<file path="src/rtl/fpadd_pkg.sv">
// Shared widths, flag bit positions and the result payload carried from fpadd to writeback.
package fpadd_pkg;

    localparam int unsigned DATA_W = 64;
    localparam int unsigned FLAG_W = 5;
    localparam int unsigned TAG_W  = 5;

    localparam int unsigned NV = 4;
    localparam int unsigned DZ = 3;
    localparam int unsigned OF = 2;
    localparam int unsigned UF = 1;
    localparam int unsigned NX = 0;

    typedef struct packed {
        logic [DATA_W-1:0] result;
        logic [FLAG_W-1:0] flags;
        logic              denorm;
        logic [TAG_W-1:0]  tag;
    } fpres_t;

    typedef enum logic [1:0] {
        ST_EMPTY = 2'd0,
        ST_ONE   = 2'd1,
        ST_TWO   = 2'd2
    } skid_state_e;

endpackage

</file>
<file path="src/rtl/fpres_skid_buf.sv">
// Two-entry valid/ready skid buffer on fpres_t; main reg M drives the output, skid reg S
// absorbs the one op that arrives while the consumer stalls.
module fpres_skid_buf
    import fpadd_pkg::*;
(
    input  logic   clk,
    input  logic   reset_n,
    input  logic   in_valid,
    output logic   in_ready,
    input  fpres_t in_data,
    output logic   out_valid,
    input  logic   out_ready,
    output fpres_t out_data
);

    skid_state_e state_q, state_d;
    logic        in_ready_q, out_valid_q;
    fpres_t      m_q, s_q;
    logic        in_xfer, out_xfer;
    logic        load_m, load_s, m_from_s;

    assign in_xfer  = in_valid & in_ready_q;
    assign out_xfer = out_valid_q & out_ready;

    // State register; handshake outputs are registered from the next state.
    always_ff @(posedge clk) begin
        if (!reset_n) begin
            state_q     <= ST_EMPTY;
            in_ready_q  <= 1'b1;
            out_valid_q <= 1'b0;
        end else begin
            state_q     <= state_d;
            in_ready_q  <= (state_d != ST_TWO);
            out_valid_q <= (state_d != ST_EMPTY);
        end
    end

    always_comb begin
        state_d = state_q;
        case (state_q)
            ST_EMPTY: if (in_xfer) state_d = ST_ONE;
            ST_ONE: begin
                if (in_xfer && !out_xfer)      state_d = ST_TWO;
                else if (!in_xfer && out_xfer) state_d = ST_EMPTY;
            end
            ST_TWO:   if (out_xfer) state_d = ST_ONE;
            default:  state_d = ST_EMPTY;
        endcase
    end

    always_comb begin
        load_m   = 1'b0;
        load_s   = 1'b0;
        m_from_s = 1'b0;
        case (state_q)
            ST_EMPTY: load_m = in_xfer;
            ST_ONE: begin
                load_m = in_xfer & out_xfer;
                load_s = in_xfer & ~out_xfer;
            end
            ST_TWO: begin
                load_m   = out_xfer;
                m_from_s = 1'b1;
            end
            default: ;
        endcase
    end

    // Payload registers; reset clears them so the output bus reads zero after reset.
    always_ff @(posedge clk) begin
        if (!reset_n) begin
            m_q <= '0;
            s_q <= '0;
        end else begin
            if (load_m) m_q <= m_from_s ? s_q : in_data;
            if (load_s) s_q <= in_data;
        end
    end

    assign in_ready  = in_ready_q;
    assign out_valid = out_valid_q;
    assign out_data  = m_q;

endmodule

</file>
<file path="src/rtl/fpadd_result_stage.sv">
// Registered fpadd output stage with skid buffering and sticky fflags accumulation.
// Define FPADD_RESULT_PERFCNT_EN to add commit / denorm-commit performance counters.
module fpadd_result_stage
    import fpadd_pkg::*;
(
    input  logic              clk,
    input  logic              reset_n,
    input  logic              in_valid,
    output logic              in_ready,
    input  logic [DATA_W-1:0] in_result,
    input  logic [FLAG_W-1:0] in_flags,
    input  logic              in_denorm,
    input  logic [TAG_W-1:0]  in_tag,
    output logic              out_valid,
    input  logic              out_ready,
    output logic [DATA_W-1:0] out_result,
    output logic [FLAG_W-1:0] out_flags,
    output logic              out_denorm,
    output logic [TAG_W-1:0]  out_tag,
    input  logic              flags_clr,
`ifdef FPADD_RESULT_PERFCNT_EN
    output logic [31:0]       perf_commits,
    output logic [31:0]       perf_denorms,
`endif
    output logic [FLAG_W-1:0] sticky_flags
);

    fpres_t            in_data, out_data;
    logic              commit;
    logic [FLAG_W-1:0] sticky_q, sticky_d;

    assign in_data = '{result: in_result, flags: in_flags, denorm: in_denorm, tag: in_tag};

    fpres_skid_buf u_skid (
        .clk       (clk),
        .reset_n   (reset_n),
        .in_valid  (in_valid),
        .in_ready  (in_ready),
        .in_data   (in_data),
        .out_valid (out_valid),
        .out_ready (out_ready),
        .out_data  (out_data)
    );

    assign out_result = out_data.result;
    assign out_flags  = out_data.flags;
    assign out_denorm = out_data.denorm;
    assign out_tag    = out_data.tag;
    assign commit     = out_valid & out_ready;

    // A clear colliding with a commit keeps the committing op's flags.
    always_comb begin
        sticky_d = sticky_q;
        if (commit)         sticky_d = flags_clr ? out_flags : (sticky_q | out_flags);
        else if (flags_clr) sticky_d = '0;
    end

    always_ff @(posedge clk) begin
        if (!reset_n) sticky_q <= '0;
        else          sticky_q <= sticky_d;
    end

    assign sticky_flags = sticky_q;

`ifdef FPADD_RESULT_PERFCNT_EN
    logic [31:0] perf_commits_q, perf_denorms_q;

    always_ff @(posedge clk) begin
        if (!reset_n) begin
            perf_commits_q <= '0;
            perf_denorms_q <= '0;
        end else if (commit) begin
            perf_commits_q <= perf_commits_q + 32'(1);
            if (out_denorm) perf_denorms_q <= perf_denorms_q + 32'(1);
        end
    end

    assign perf_commits = perf_commits_q;
    assign perf_denorms = perf_denorms_q;
`endif

endmodule
</file>
<file path="config.mk">
export PLATFORM = sky130hd
export DESIGN_NAME = fpadd_result_stage
export DESIGN_NICKNAME = d
export VERILOG_FILES = /design/src/rtl/fpadd_pkg.sv /design/src/rtl/fpres_skid_buf.sv /design/src/rtl/fpadd_result_stage.sv
export SDC_FILE = /design/constraint.sdc
export NUM_CORES = 1
export LEC_CHECK = 0
export CORE_UTILIZATION = 30
export CTS_BUF_LIST = sky130_fd_sc_hd__clkbuf_4
export CTS_CLUSTER_DIAMETER = 30
export DETAILED_ROUTE_END_ITERATION = 6
export PLACE_DENSITY = 0.6
export SETUP_SLACK_MARGIN = 0.05
export SKIP_LAST_GASP = 1
export SLEW_MARGIN = 25
export SYNTH_ARGS = -nofsm -noshare
export SYNTH_HDL_FRONTEND = slang
export SYNTH_SLANG_ARGS = --single-unit
</file>
<file path="constraint.sdc">
create_clock -name clk -period 2.15 [get_ports clk]
set_clock_uncertainty 0.15 [all_clocks]
set_input_delay 0.215 -clock clk [delete_from_list [all_inputs] [get_ports clk]]
set_output_delay 0.215 -clock clk [all_outputs]
set_load 0.05 [all_outputs]
</file>
## Yosys cells after proc, flatten, opt, wreduce, memory -nomap -nowiden

Cells that the tools add are included.

| storage, ports and cells | value |
|---|---|
| word-level logic and storage cells | 40 |
| memory bits (writable) | 0 |
| memories kept | 0 |
| output and inout port bits | 82 |
| flip-flop bits (word level) | 159 |
| memory bits (read-only) | 0 |
| bits in latches | 0 |
| bits of input ports | 80 |

| operators by class | value |
|---|---|
| reductions and logical operators | 7 |
| bitwise gates (word level) | 6 |
| divide/modulo/power cells | 0 |
| magnitude comparators | 0 |
| shift-type cells | 0 |
| multiplexer cells | 12 |
| equal/unequal tests | 3 |
| $add $sub $neg | 0 |
| multipliers | 0 |

Operators with widths:

| cell | number |
|---|---|
| 75-bit two-way mux | 1 |
| 5-bit two-way mux | 3 |
| 2-bit two-way mux | 4 |
| 2-bit case mux with 3 select lines | 1 |
| 5-bit bitwise OR | 1 |
| 1-bit bitwise AND | 4 |
| 2-bit nonzero test | 2 |
| 1-bit case mux with 3 select lines | 1 |
| 2-bit by 1-bit equality test with 1-bit output (second input constant) | 1 |
| 2-bit equality test (second input constant) | 1 |
| 1-bit logical AND | 2 |
| 1-bit logical NOT | 2 |
| 2-bit logical NOT | 1 |
| 1-bit two-way mux | 2 |
| 2-bit != test (second input constant) | 1 |
| 1-bit NOT | 1 |

## Longest topological paths before layout

| depth | value |
|---|---|
| word-level depth | 7 |
| gate-level depth with buffers | 7 |
| mapped depth without buffers | 3 |

## Cells and area by module

Synthesis repeated with hierarchy kept, for this count alone.

| unflattened totals | value |
|---|---|
| cell total of the unflattened synthesis | 704 |
| area total of the unflattened synthesis | 6695.2 um^2 |

By module, submodules not included:

| module | area an instance (um^2) | cells an instance | seq. area each (um^2) | instances |
|---|---|---|---|---|
| fpres_skid_buf | 6496.2 | 683 | 3083.0 | 1 |
| fpadd_result_stage | 198.9 | 21 | 100.1 | 1 |

## Worst setup path before layout

Ideal clock, no wire load.

| timing path | value |
|---|---|
| kind | flip-flop to flip-flop |
| start point | register u_skid.out_valid_q, in the netlist u_skid.out_valid |
| end point | register u_skid.m_q, in the netlist u_skid.out_data[48] |
| cell stages (with the launch flop) | 6 |
| arrival | 1748 ps |
| path buffers | 2 |
| path slack | 161 ps |
| setup time | 91 ps |
| clock period less this slack | 1989 ps |
| required time | 1909 ps |
| cell sequence | dfxtp_1 -> and2_1 -> clkbuf_1 -> clkbuf_1 -> a2111oi_0 -> a311oi_1 |

| on the way | value |
|---|---|
| word-level cells in the longest chain between the ends | 3 |

RTL lines:

| element | line | RTL |
|---|---|---|
| from (decl) | fpres_skid_buf.sv:17 | `logic in_ready_q, out_valid_q;` |
| from (signal assigned) | fpres_skid_buf.sv:34 | `out_valid_q <= (state_d != ST_EMPTY);` |
| 1-bit bitwise AND (*) | fpres_skid_buf.sv:23 | `assign out_xfer = out_valid_q & out_ready;` |
| 1-bit bitwise AND | fpres_skid_buf.sv:58 | `load_m = in_xfer & out_xfer;` |
| 1-bit case mux with 3 select lines (*) | fpres_skid_buf.sv:55 | `case (state_q)` |
| to (signal assigned) | fpres_skid_buf.sv:75 | `if (load_m) m_q <= m_from_s ? s_q : in_data;` |
| to (decl) | fpres_skid_buf.sv:18 | `fpres_t m_q, s_q;` |

Every way passes the cells marked *; elsewhere a longest branch is shown, timed or not.
A chain may end at the register's enable or synchronous reset.

## Final worst setup path

| timing path | value |
|---|---|
| start point | register u_skid.in_ready_q, in the netlist u_skid.in_ready |
| end point | output port in_ready |

RTL lines:

| element | line | RTL |
|---|---|---|
| from (decl) | fpres_skid_buf.sv:17 |  |
| from (signal assigned) | fpres_skid_buf.sv:33 | `in_ready_q <= (state_d != ST_TWO);` |
| to (decl) | fpadd_result_stage.sv:9 | `output logic in_ready,` |

No word-level cell between the ends.

==> results.cfg <==
[power]
pwr-share-comb = 0.339
internal_power_w = 0.00481
switching_power_w = 0.00317
irDropWorstVdd_uv = 274
pwr-share-seq = 0.433
leakage_nw = 3.30
sw_frac_of_total = 0.397
p_per_area_nw_per_um2 = 884
pwr-share-clk = 0.228

[global_routing]
grt-ovfl-total = 0
grt_pass1_wl_um = 36800
grt_pass1_vias = 6435
antenna_found_initial = 1
grt_start_max_net_pins = 75
groute.usage.overall = 0.196

[clock_network]
cts_tree = done
numCtsBuffers = 17
clockRootBuffer = clkbuf_4
h-tree-depth = 4
clock_sinks = 159
clk_pin_slew_ns = 0.14
clk_latency_ns = 0.55
cts_max_path_buffers = 2

[worst_setup_path]
startpoint = u_skid.in_ready
reg2reg_to = u_skid.out_data[31]
reg2reg_from = u_skid.state_q[0]
crit_slowest_cell = dlygate4sd2_1
cp_cell_sequence = dlygate4sd2_1
r2r_cells = 4
end_kind = output pin
cp-start-kind = flip-flop
crit_family = buffers and inverters
cp_num_buf_inv = 1
crit_required_ns = 1.78
crit_fanout = 5
cpPeakStageDelay_ns = 0.57
path_class = flip-flop to output pin
r2r_slack_ns = 0.22
arrival_ns = 1.59
path_depth = 1
endpoint = in_ready

[route]
m1WireLength_um = 9980
drcViolationCount = 0
dr.max_layer_used = met4
final_antenna_net_count = 0
drt-total-wl_um = 23100
routed_via_density = 5.67
post_drt_wl_per_cell_um = 18.8
wl_met2_um = 11300
dr_total_vias = 6973
drt_pre_antenna_iters = 5
route.met3.wl_um = 1140
drtIter0Drc = 583

[synthesis]
synth_compound_area_frac = 0.312
synthTopCellsByArea = dfxtp_1, a2111oi_0, a311oi_1, nand2_1, a21oi_1
yosys_warnings = 0
syn_inst = 827
syn_nets = 907
synth_cell_type_count = 27
synth-xor-area-share = 0
synth_largest_area_cell = dfxtp_1
synth-simple-area-share = 0.155
syn_area_um2 = 6880
synth_mux_area_frac = 0.00146
synth_top_family_by_area = compound AO/OA/AOI/OAI gates
yosysSeqAreaShare = 0.463
yosys.area_share.adder = 0
ys_ff_latch = 159
yosysTopAreaCellShare = 0.463
syn_avg_cell_area_um2 = 8.32

[outcome]
outcome = finished, final reports clean

[min_path]
hold_path_class = primary input to flip-flop
hp-start = in_result[59]

[sta]
finalMaxSlewViolations = 0
worst_pin_slew_ns = 0.608
finalCriticalPeriod_ns = 1.95
whs_ns = 0.0832
max_slew_margin = 0.596
finalSetupViolCount = 0
rsz0062_at_grt = false
worst_slack_ns = 0.195
max_freq_mhz = 512
finalCritPeriodShare = 0.909
final-hold-violation-count = 0

[die]
fp.dieW_um = 153
die_h_um = 153
rows = 55
num_io_pins = 162
core_um2 = 22600
start_util = 0.305
dieArea_um2 = 23500

[final_layout]
layout.nets = 1011
synthToLayoutAreaGrowth_pct = 31.2
fin_area_um2 = 9020
drive_above_1_share = 0.0773

[place]
port_buffers = 161
post-place-ws_ns = -0.0548
place_area_um2 = 8830
place_hpwl_um = 13600
gp_congestion = 0.752

[job]
drv_cap = 0
## synthesized netlist by cell type
cell and count:
and2_1 1, a21bo_2 1, a21boi_1 1, and3b_1 1, a21oi_1 81, mux2i_1 1
dfxtp_1 159, clkbuf_1 85, nor2b_1 6, a311oi_1 75, o21ai_0 76, nand3b_1 1
and3_1 1, inv_1 1, a2111oi_0 75, nor2_1 5, buf_6 6, a21o_1 2
nand3_1 76, a211o_1 1, nand2_1 152, nand2b_1 1, buf_2 15, o31ai_1 1
and4bb_2 1, buf_1 1, and4b_4 1
## metrics by stage
stage	setup TNS, ns	power, W	instances	util
final	0	0.00798	1230	0.400
after detailed placement	-0.0548	0.00640	1197	0.391
after global placement	0	0.00638	1197	0.391
after global routing	0	0.00837	1230	0.400
after floorplan	0	0.00528	827	-
after CTS	0	0.00806	1229	0.399
## worst min-delay path, delay by kind of cell
kind / cells / cell delay, ns
buffers and inverters: 1 / 0.42
and+or+nand+nor: 1 / 0.07
AOI/OAI and AO/OA: 1 / 0.05
## sequential cells by signal, summed over array words and instances (netlist names)
register          count
u_skid.in_ready       1
sticky_flags          5
u_skid.s_q           75
u_skid.out_data      75
u_skid.out_valid      1
u_skid.state_q        2
## how the worst min path moves through the flow
stage	endpoint	cells after the start
finish	u_skid.s_q[70]	3
global route	u_skid.s_q[70]	3
CTS	u_skid.s_q[70]	3
detailed placement	u_skid.out_data[10]	2
global placement	u_skid.out_data[10]	2
floorplan	u_skid.in_ready	1
## power groups by stage
stage | clock network [W] | logic (W) | registers, W
4_1_cts | 0.00189 | 0.00272 | 0.00345
6_report | 0.00182 | 0.00271 | 0.00345
3_5_place_dp | 0 | 0.00287 | 0.00352
3_3_place_gp | 0 | 0.00285 | 0.00353
2_1_floorplan | 0 | 0.000992 | 0.00428
5_1_grt | 0.00200 | 0.00288 | 0.00349
## per-layer routing
| layer | GRT usage | up-vias |
|---|---|---|
| met5 | 0 | - |
| met4 | 0.0805 | 0 |
| met3 | 0.0303 | 38 |
| met2 | 0.320 | 219 |
| met1 | 0.259 | 3390 |
| li1 | - | 3326 |
## cell usage in the layout (no fill, tap or decap), types with 2 or more instances in the layout
master,Yosys,final
dfxtp_1,159,158
nand2_1,152,152
a21oi_1,81,81
dlygate4sd2_1,0,81
clkdlybuf4s50_1,0,79
o21ai_0,76,76
nand3_1,76,76
a2111oi_0,75,75
a311oi_1,75,75
clkbuf_4,0,19
buf_4,0,16
buf_12,0,15
nor2b_1,6,5
nor2_1,5,5
clkinv_4,0,4
a21o_1,2,2
clkinv_1,0,2
inv_6,0,2
clkinvlp_4,0,2
bufinv_16,0,2
## cells by family after synthesis
logic type / Yosys count
AO/OA/AOI/OAI: 313
multiplexers: 1
flip-flops: 159
buffers and inverters: 108
AND/OR/NAND/NOR: 246
## what timing repair did
item,CTS,global route
gates resized for setup,81,2
hold buffers,0,0
setup endpoints to repair,81,1
buffers inserted,0,0
## layout make-up
| class | instances | area [µm²] |
|---|---|---|
| multi-input cells | 560 | 3260 |
| diodes | 1 | 2.50 |
| clock buffers | 19 | 143 |
| fillers | 2333 | 13500 |
| well taps | 285 | 357 |
| flip-flops and latches | 159 | 3180 |
| repair buffers | 192 | 1930 |
| clock inverters | 13 | 140 |
| inverters | 1 | 6.26 |
(Power assumes the default switching activity.)
